### config.mk
export PLATFORM = sky130hd
export DESIGN_NAME = muldiv_issue_ctrl_flat
export DESIGN_NICKNAME = d
export VERILOG_FILES = /design/src/rtl/muldiv_pkg.sv /design/src/rtl/muldiv_issue_ctrl_if.sv /design/src/rtl/muldiv_issue_ctrl.sv /design/src/flat_wrapper.sv
export SDC_FILE = /design/constraint.sdc
export NUM_CORES = 1
export LEC_CHECK = 0
export BUFFER_PORTS_ARGS = -buffer_cell sky130_fd_sc_hd__buf_2
export CAP_MARGIN = 20
export CORE_ASPECT_RATIO = 1.2
export CORE_UTILIZATION = 30
export CTS_BUF_LIST = sky130_fd_sc_hd__clkbuf_8
export CTS_CLUSTER_SIZE = 40
export DETAILED_ROUTE_END_ITERATION = 10
export GPL_ROUTABILITY_DRIVEN = 0
export SLEW_MARGIN = 10
export SYNTH_ARGS = -nofsm -noshare
export SYNTH_HDL_FRONTEND = slang
export SYNTH_SLANG_ARGS = --single-unit
### constraint.sdc
create_clock -name clock -period 3.1 [get_ports clock]
set_input_delay 0.62 -clock clock [delete_from_list [all_inputs] [get_ports clock]]
set_output_delay 0.62 -clock clock [all_outputs]
set_load 0.02 [all_outputs]
### src/rtl/muldiv_pkg.sv
// Shared encodings for the mul/div issue controller: request ops, unit ops and FSM states.
package muldiv_pkg;

    localparam int XLEN = 32;

    typedef enum logic [2:0] {
        OP_MULT = 3'd0,
        OP_DIV  = 3'd1,
        OP_MTHI = 3'd2,
        OP_MTLO = 3'd3,
        OP_MFHI = 3'd4,
        OP_MFLO = 3'd5,
        OP_RSV6 = 3'd6,
        OP_RSV7 = 3'd7
    } req_op_e;

    typedef enum logic [1:0] {
        MD_OP_IDLE = 2'd0,
        MD_OP_MUL  = 2'd1,
        MD_OP_DIV  = 2'd2
    } md_op_e;

    typedef enum logic [1:0] {
        ST_IDLE  = 2'd0,
        ST_ISSUE = 2'd1,
        ST_WAIT  = 2'd2
    } state_e;

endpackage

### src/rtl/muldiv_issue_ctrl_if.sv
// Request/response bundle from the execute stage and launch/result bundle to the mul/div unit.
interface muldiv_req_if;
    logic        req_valid;
    logic        req_ready;
    logic [2:0]  req_op;
    logic        req_sign;
    logic [31:0] req_src0;
    logic [31:0] req_src1;
    logic        rsp_valid;
    logic [31:0] rsp_data;

    modport master (
        output req_valid, req_op, req_sign, req_src0, req_src1,
        input  req_ready, rsp_valid, rsp_data
    );
    modport slave (
        input  req_valid, req_op, req_sign, req_src0, req_src1,
        output req_ready, rsp_valid, rsp_data
    );
endinterface

interface muldiv_md_if;
    logic        md_in_valid;
    logic        md_in_ready;
    logic [1:0]  md_op;
    logic        md_sign;
    logic [31:0] md_src0;
    logic [31:0] md_src1;
    logic        md_out_valid;
    logic        md_out_ready;
    logic [31:0] md_res0;
    logic [31:0] md_res1;

    modport master (
        output md_in_valid, md_op, md_sign, md_src0, md_src1, md_out_ready,
        input  md_in_ready, md_out_valid, md_res0, md_res1
    );
    modport slave (
        input  md_in_valid, md_op, md_sign, md_src0, md_src1, md_out_ready,
        output md_in_ready, md_out_valid, md_res0, md_res1
    );
endinterface

### src/rtl/muldiv_issue_ctrl.sv
// HI/LO owner and issue FSM in front of the mul/div unit.
// Optional MULDIV_ISSUE_BYPASS_EN: MFHI/MFLO accepted in WAIT as the result arrives.
module muldiv_issue_ctrl
    import muldiv_pkg::*;
(
    input  logic        clock,
    input  logic        reset,
    muldiv_req_if.slave req,
    muldiv_md_if.master md,
    output logic        busy
);

    state_e      state_q, state_d;
    md_op_e      md_op_q, md_op_d;
    logic [31:0] hi_q, hi_d;
    logic [31:0] lo_q, lo_d;
    logic        sign_q, sign_d;
    logic [31:0] src0_q, src0_d;
    logic [31:0] src1_q, src1_d;
    logic        rsp_valid_q, rsp_valid_d;
    logic [31:0] rsp_data_q, rsp_data_d;
    logic        req_ready;
    logic        accept;
    req_op_e     op;

    assign op = req_op_e'(req.req_op);

    always_comb begin
        state_d     = state_q;
        md_op_d     = md_op_q;
        hi_d        = hi_q;
        lo_d        = lo_q;
        sign_d      = sign_q;
        src0_d      = src0_q;
        src1_d      = src1_q;
        rsp_valid_d = 1'b0;
        rsp_data_d  = rsp_data_q;
`ifdef MULDIV_ISSUE_BYPASS_EN
        req_ready   = (state_q == ST_IDLE) ||
                      ((state_q == ST_WAIT) && md.md_out_valid &&
                       ((op == OP_MFHI) || (op == OP_MFLO)));
`else
        req_ready   = (state_q == ST_IDLE);
`endif
        accept      = req.req_valid && req_ready;

        case (state_q)
            ST_IDLE: begin
                if (accept) begin
                    case (op)
                        OP_MULT, OP_DIV: begin
                            src0_d  = req.req_src0;
                            src1_d  = req.req_src1;
                            sign_d  = req.req_sign;
                            md_op_d = (op == OP_MULT) ? MD_OP_MUL : MD_OP_DIV;
                            state_d = ST_ISSUE;
                        end
                        OP_MTHI: hi_d = req.req_src0;
                        OP_MTLO: lo_d = req.req_src0;
                        OP_MFHI: begin
                            rsp_valid_d = 1'b1;
                            rsp_data_d  = hi_q;
                        end
                        OP_MFLO: begin
                            rsp_valid_d = 1'b1;
                            rsp_data_d  = lo_q;
                        end
                        default: ;
                    endcase
                end
            end
            ST_ISSUE: begin
                if (md.md_in_ready) state_d = ST_WAIT;
            end
            ST_WAIT: begin
                if (md.md_out_valid) begin
                    lo_d    = md.md_res0;
                    hi_d    = md.md_res1;
                    md_op_d = MD_OP_IDLE;
                    state_d = ST_IDLE;
                    // Only reachable with bypass: forward the fresh result, not the stale HI/LO.
                    if (accept) begin
                        rsp_valid_d = 1'b1;
                        rsp_data_d  = (op == OP_MFHI) ? md.md_res1 : md.md_res0;
                    end
                end
            end
            default: state_d = ST_IDLE;
        endcase
    end

    always_ff @(posedge clock) begin
        if (reset) begin
            state_q     <= ST_IDLE;
            md_op_q     <= MD_OP_IDLE;
            hi_q        <= '0;
            lo_q        <= '0;
            rsp_valid_q <= 1'b0;
            rsp_data_q  <= '0;
        end else begin
            state_q     <= state_d;
            md_op_q     <= md_op_d;
            hi_q        <= hi_d;
            lo_q        <= lo_d;
            rsp_valid_q <= rsp_valid_d;
            rsp_data_q  <= rsp_data_d;
        end
    end

    // Operand registers carry data only; md_op gates their meaning.
    always_ff @(posedge clock) begin
        sign_q <= sign_d;
        src0_q <= src0_d;
        src1_q <= src1_d;
    end

    assign req.req_ready  = req_ready;
    assign req.rsp_valid  = rsp_valid_q;
    assign req.rsp_data   = rsp_data_q;
    assign md.md_in_valid = (state_q == ST_ISSUE);
    assign md.md_out_ready = (state_q == ST_WAIT);
    assign md.md_op       = md_op_q;
    assign md.md_sign     = sign_q;
    assign md.md_src0     = src0_q;
    assign md.md_src1     = src1_q;
    assign busy           = (state_q != ST_IDLE);

endmodule

### src/flat_wrapper.sv
// flat-port wrapper written by rule: the top's interface ports become plain ports
module muldiv_issue_ctrl_flat import muldiv_pkg::*;
  (clock, reset, busy, req_req_valid, req_req_op, req_req_sign, req_req_src0, req_req_src1, req_req_ready, req_rsp_valid, req_rsp_data, md_md_in_valid, md_md_op, md_md_sign, md_md_src0, md_md_src1, md_md_out_ready, md_md_in_ready, md_md_out_valid, md_md_res0, md_md_res1);
  muldiv_req_if req_i ();
  muldiv_md_if md_i ();
  input  logic clock;
  input  logic reset;
  output logic busy;
  input wire logic [$bits(req_i.req_valid)-1:0] req_req_valid;
  input wire logic [$bits(req_i.req_op)-1:0] req_req_op;
  input wire logic [$bits(req_i.req_sign)-1:0] req_req_sign;
  input wire logic [$bits(req_i.req_src0)-1:0] req_req_src0;
  input wire logic [$bits(req_i.req_src1)-1:0] req_req_src1;
  output wire logic [$bits(req_i.req_ready)-1:0] req_req_ready;
  output wire logic [$bits(req_i.rsp_valid)-1:0] req_rsp_valid;
  output wire logic [$bits(req_i.rsp_data)-1:0] req_rsp_data;
  output wire logic [$bits(md_i.md_in_valid)-1:0] md_md_in_valid;
  output wire logic [$bits(md_i.md_op)-1:0] md_md_op;
  output wire logic [$bits(md_i.md_sign)-1:0] md_md_sign;
  output wire logic [$bits(md_i.md_src0)-1:0] md_md_src0;
  output wire logic [$bits(md_i.md_src1)-1:0] md_md_src1;
  output wire logic [$bits(md_i.md_out_ready)-1:0] md_md_out_ready;
  input wire logic [$bits(md_i.md_in_ready)-1:0] md_md_in_ready;
  input wire logic [$bits(md_i.md_out_valid)-1:0] md_md_out_valid;
  input wire logic [$bits(md_i.md_res0)-1:0] md_md_res0;
  input wire logic [$bits(md_i.md_res1)-1:0] md_md_res1;
  assign req_i.req_valid = req_req_valid;
  assign req_i.req_op = req_req_op;
  assign req_i.req_sign = req_req_sign;
  assign req_i.req_src0 = req_req_src0;
  assign req_i.req_src1 = req_req_src1;
  assign req_req_ready = req_i.req_ready;
  assign req_rsp_valid = req_i.rsp_valid;
  assign req_rsp_data = req_i.rsp_data;
  assign md_md_in_valid = md_i.md_in_valid;
  assign md_md_op = md_i.md_op;
  assign md_md_sign = md_i.md_sign;
  assign md_md_src0 = md_i.md_src0;
  assign md_md_src1 = md_i.md_src1;
  assign md_md_out_ready = md_i.md_out_ready;
  assign md_i.md_in_ready = md_md_in_ready;
  assign md_i.md_out_valid = md_md_out_valid;
  assign md_i.md_res0 = md_md_res0;
  assign md_i.md_res1 = md_md_res1;
  muldiv_issue_ctrl u_core (.clock(clock), .reset(reset), .req(req_i), .md(md_i), .busy(busy));
endmodule
# After elaboration in Yosys (flattened, before gate mapping)

Cells that the tools add are included.

Bits in registers: 166
Input bits: 137
Output and inout port bits: 104
Logic and storage cells: 65

Eq/ne operators: 15
Muxes and demuxes: 28
Reductions and logical operators: 13

Operators by type and width:

| operator             | number |
|---|---|
| $mux W32             | 10 |
| $pmux W32 S2         | 4 |
| $reduce_and A4 Y1    | 4 |
| $mux W2              | 7 |
| $ne A2 B1 Y1 const B | 7 |
| $eq A3 B2 Y1 const B | 2 |
| $eq A3 B3 Y1 const B | 2 |
| $pmux W2 S3          | 1 |
| $reduce_and A5 Y1    | 1 |
| $mux W1              | 4 |
| $pmux W2 S2          | 1 |
| $reduce_bool A2 Y1   | 2 |
| $reduce_or A2 Y1     | 2 |
| $eq A3 B1 Y1 const B | 1 |
| $logic_not A3 Y1     | 1 |
| $ne A3 B1 Y1 const B | 1 |
| $reduce_and A3 Y1    | 1 |
| $eq A2 B1 Y1 const B | 1 |
| $eq A2 B2 Y1 const B | 1 |
| $logic_not A2 Y1     | 1 |
| $pmux W1 S2          | 1 |
| $logic_and A1 B1 Y1  | 1 |

# Logic depth before layout (Yosys ltp)

Depth in word-level cells: 5
Gate-level depth with buffers: 6
Gate-level depth less buffers: 5

# Least setup slack after synthesis

OpenSTA, ideal clock, no wires.

Path kind: reg-to-reg
Start: reg u_core.state_q[0]
End: reg u_core.sign_q, in the netlist u_core.md.md_sign, enable pin
Setup time: 419 ps
Arrival: 2,380 ps
Required time: 2,681 ps
Path slack: 301 ps
Stages on the path, launching flop included: 4
Path buffers: 0
Period minus slack after synthesis: 2,799 ps
Cell sequence: dfxtp_1 > nor2_1 > nand3_1 > inv_1

Word-level cells in the longest chain between the ends: 3

RTL lines:

| what                                 | line                     | text |
|---|---|---|
| from (decl)                          | muldiv_issue_ctrl.sv:13  | `state_e state_q, state_d;` |
| from (signal assigned)               | muldiv_issue_ctrl.sv:101 | `state_q <= state_d;` |
| $logic_not A2 Y1 *                   | muldiv_issue_ctrl.sv:43  | `req_ready = (state_q == ST_IDLE);` |
| via req_req_ready                    | flat_wrapper.sv:14       | `output wire logic [$bits(req_i.req_ready)-1:0] req_req_ready;` |
| $logic_and A1 B1 Y1                  | muldiv_issue_ctrl.sv:45  | `accept = req.req_valid && req_ready;` |
| $reduce_and A3 Y1 (no source line) * | --                       |  |
| to (signal assigned)                 | muldiv_issue_ctrl.sv:112 | `sign_q <= sign_d;` |
| to (decl)                            | muldiv_issue_ctrl.sv:17  | `logic sign_q, sign_d;` |

The timed path passes the listed nets; every way through them passes the cells marked *.
A chain may end at the register's enable or synchronous reset.

# Worst setup path in the final report

Start: reg u_core.state_q[0]
End: out md_md_out_ready

Word-level cells in the longest chain between the ends: 1

RTL lines:

| what         | line                     | text |
|---|---|---|
| $eq A2 B2 Y1 | muldiv_issue_ctrl.sv:121 | `assign md.md_out_ready = (state_q == ST_WAIT);` |
| to (decl)    | flat_wrapper.sv:22       | `output wire logic [$bits(md_i.md_out_ready)-1:0] md_md_out_ready;` |

Every way passes these cells.

==> summary.md <==
| Metric | Value |
|---|---|
| Final Max Tran Viols | 0 |
| Setup TNS | 0 ns |
| Synth Cell Area | 0.00635 mm^2 |
| Grt total ovfl | 0 |
| Antenna cell count | 0 |
| Antenna violations before repair | 0 |
| Hold buffer count at CTS | 0 |
| Clk_lat worst skew | 0.44 ns |
| Total Routed Length | 16000 um |
| Clk slew on worst S/H paths | 0.10 ns |
| Async S/R FF share, synth | 0 |
| Drt wl/cell | 15.0 um |
| Post-CTS Setup Bufs | 0 |
| Setup CP Type | register to output port |
| Finished Layout Cells | 1067 |
| # rows | 57 |
| Seq pwr share | 0.539 |
| PwrDens | 533 mW/mm^2 |
| Synth Warn # | 0 |
| Pint | 3.26 mW |
| RSZ-0062 raised after global routing | no |
| CTS H-tree lvls | 4 |
| Layout cells sized above 1 | 0.398 |
| Final min period | 2.46 ns |
| CP required | 2.48 ns |
| Crit Path Max Fanout | 40 |
| Resized cells post-CTS | 0 |
| Number of vias per cell | 4.57 |
| Tot Pwr | 4.39 mW |
| Status | complete, no violations |
| Slew headroom | 0.534 |
| CP Launch Type | register |
| Worst Path Arrival | 1.84 ns |
| Vias in the first global route | 4994 |
| DIE HEIGHT | 161 um |
| DRC marker count from the first detailed-route iteration | 134 |
| Final Cycle Share | 0.794 |
| IO Port Bufs | 240 |
| Syn nets | 693 |
| Die ar. | 0.0217 mm^2 |
| Switch Pwr | 1.12 mW |
| Total number of vias | 4874 |
| Worst Tran Pin Value | 0.698 ns |
| Clock Sinks | 166 |
| NumNets Final | 926 |
| Die width | 135 um |
| Yosys reg bits | 166 |
| Detailed placement HPWL | 11000 um |
| Hold_ws | 0.341 ns |
| Global Route Usage Sum | 0.151 |
| FMAX | 0.406 GHz |
| Leak | 3.41 nW |
| Reg2reg setup slack | 0.98 ns |
| Worst clock skew | 0.0119 ns |
| Power share of the clock group | 0.368 |
| Root Buffer | clkbuf_8 |
| Hold Path Class | primary input to register |
| Worst Setup End Kind | output port |
| Power share of the combinational group | 0.093 |
| Final Hold Fails | 0 |
| First-pass GRT wire length | 25300 um |
| Peak VDD IR | 0.341 mV |
| Dpl cells | 1035 |
| Net Sw Frac | 0.256 |
| Mapped Cells | 556 |
| Sequential area share after synthesis | 0.626 |
| Mean Syn Cell Area | 11.4 um^2 |
| End-of-flow core utilization | 0.402 |
| Clock Tree Buf Depth | 2 |
| Library cells used by synthesis | 25 |
| Area Growth Syn to Fin | 29.8% |
| CTS tree | built |
| Remaining antenna violation count | 0 |
| Synth Flop Type | dfxtp_1 |
| Initial Util | 0.310 |
| 1st-pass router iterations | 4 |
| Maximum Capacitance Violations | 0 |
| CTS buffer count | 17 |
| Core ar. | 0.0205 mm^2 |
| Largest net degree at the start of global routing | 41 |
| Residual DRC | 0 |
| Setup Viol. Count Final | 0 |
| Post-synth EDFFs | 65 |
| Ports | 241 |
synthesized netlist by cell type (all sizes together) (2+ instances only):
cell type / count / area share
a21boi: 2 / 0.0024
inv: 6 / 0.0035
nor2: 70 / 0.041
a21oi: 66 / 0.052
buf: 13 / 0.014
mux2i: 35 / 0.055
edfxtp: 65 / 0.31
a211oi: 66 / 0.10
o21ai: 32 / 0.025
nand2: 33 / 0.020
dfxtp: 101 / 0.32
nor2b: 2 / 0.0020
and2: 32 / 0.032
nand2b: 2 / 0.0020
clkbuf: 26 / 0.015
kinds of logic after synthesis:
kind of cell | Yosys count | synth area share
compound gates | 167 | 0.185
mux | 35 | 0.0552
flops | 166 | 0.626
buf+inv | 45 | 0.0327
simple gates | 143 | 0.101
registers in the layout, summed over array words and instances (netlist names):
name	flops
u_core.state_q	2
u_core.req.rsp_data	32
u_core.req.rsp_valid	1
u_core.md.md_op	2
u_core.md.md_src1	32
u_core.md.md_sign	1
u_core.md.md_src0	32
u_core.lo_q	32
u_core.hi_q	32
critical path, cell delays in order, from the launching register on:
cell	delay (ns)
dfxtp_1	0.39
nand2b_1	0.19
inv_2	0.52
buf_2	0.29
through the flow:
step / setup slack (ns) / cell area, um^2
global placement: 0.897 / 7820
finish: 0.639 / 8240
CTS: 0.577 / 8240
global route: 0.484 / 8240
detailed placement: 0.872 / 7820
floorplan: 0.301 / 6350
power groups by stage:
stage | logic (mW) | registers (mW) | clock network (mW)
6_report | 0.410 | 2.36 | 1.62
5_1_grt | 0.458 | 2.37 | 1.76
4_1_cts | 0.418 | 2.36 | 1.68
3_5_place_dp | 0.417 | 2.41 | 0
3_3_place_gp | 0.411 | 2.41 | 0
2_1_floorplan | 0.203 | 2.45 | 0
final timing paths:
path,cells after the start,endpoint,start
max reg2reg,4,u_core.md.md_src1[4]$_DFFE_PP_,u_core.state_q[0]$_SDFFE_PP0P_
min reg2reg,2,u_core.req.rsp_data[11]$_SDFFE_PP0P_,u_core.req.rsp_data[11]$_SDFFE_PP0P_
min,1,u_core.md.md_src1[11]$_DFFE_PP_,req_req_src1[11]
max,3,md_md_out_ready,u_core.state_q[0]$_SDFFE_PP0P_
cell usage in the layout, fill, tap and decap left out, types with 2 or more instances in the layout:
cell        synthesis  layout
nand2b_1            2       2
inv_1               6       4
a21boi_0            2       2
and2_1             32      32
nand2_1            33      32
buf_4               3      13
bufinv_16           0       2
a211oi_4            2       2
mux2i_1            35      35
a211oi_1           36      36
nor2_1             70      70
o21ai_0            32      32
dfxtp_1           101     101
edfxtp_1           65      65
clkinvlp_4          0       3
a211oi_2           28      28
a21oi_1            66      66
nor2b_1             2       2
inv_2               0       2
clkinv_4            0       4
inv_6               0       4
buf_2               4     239
clkbuf_8            0      18
layout make-up:
type                       instances  area [um^2]
inverter                           6         22.5
fill                            2038        12200
timing repair buffer             253         1310
clock buffer                      18          248
sequential                       166         3970
multi-input combinational        345         2180
tap                              265          332
clock inverter                    14          164
routing by layer:
metal / vias up / GRT usage / share of wire
met5: - / 0 / 0
li1: 2464 / - / -
met4: 0 / 0.0403 / 0.0088
met1: 2236 / 0.188 / 0.45
met3: 10 / 0.0477 / 0.070
met2: 164 / 0.251 / 0.47
No activity file was read; power rests on OpenSTA's default activity.
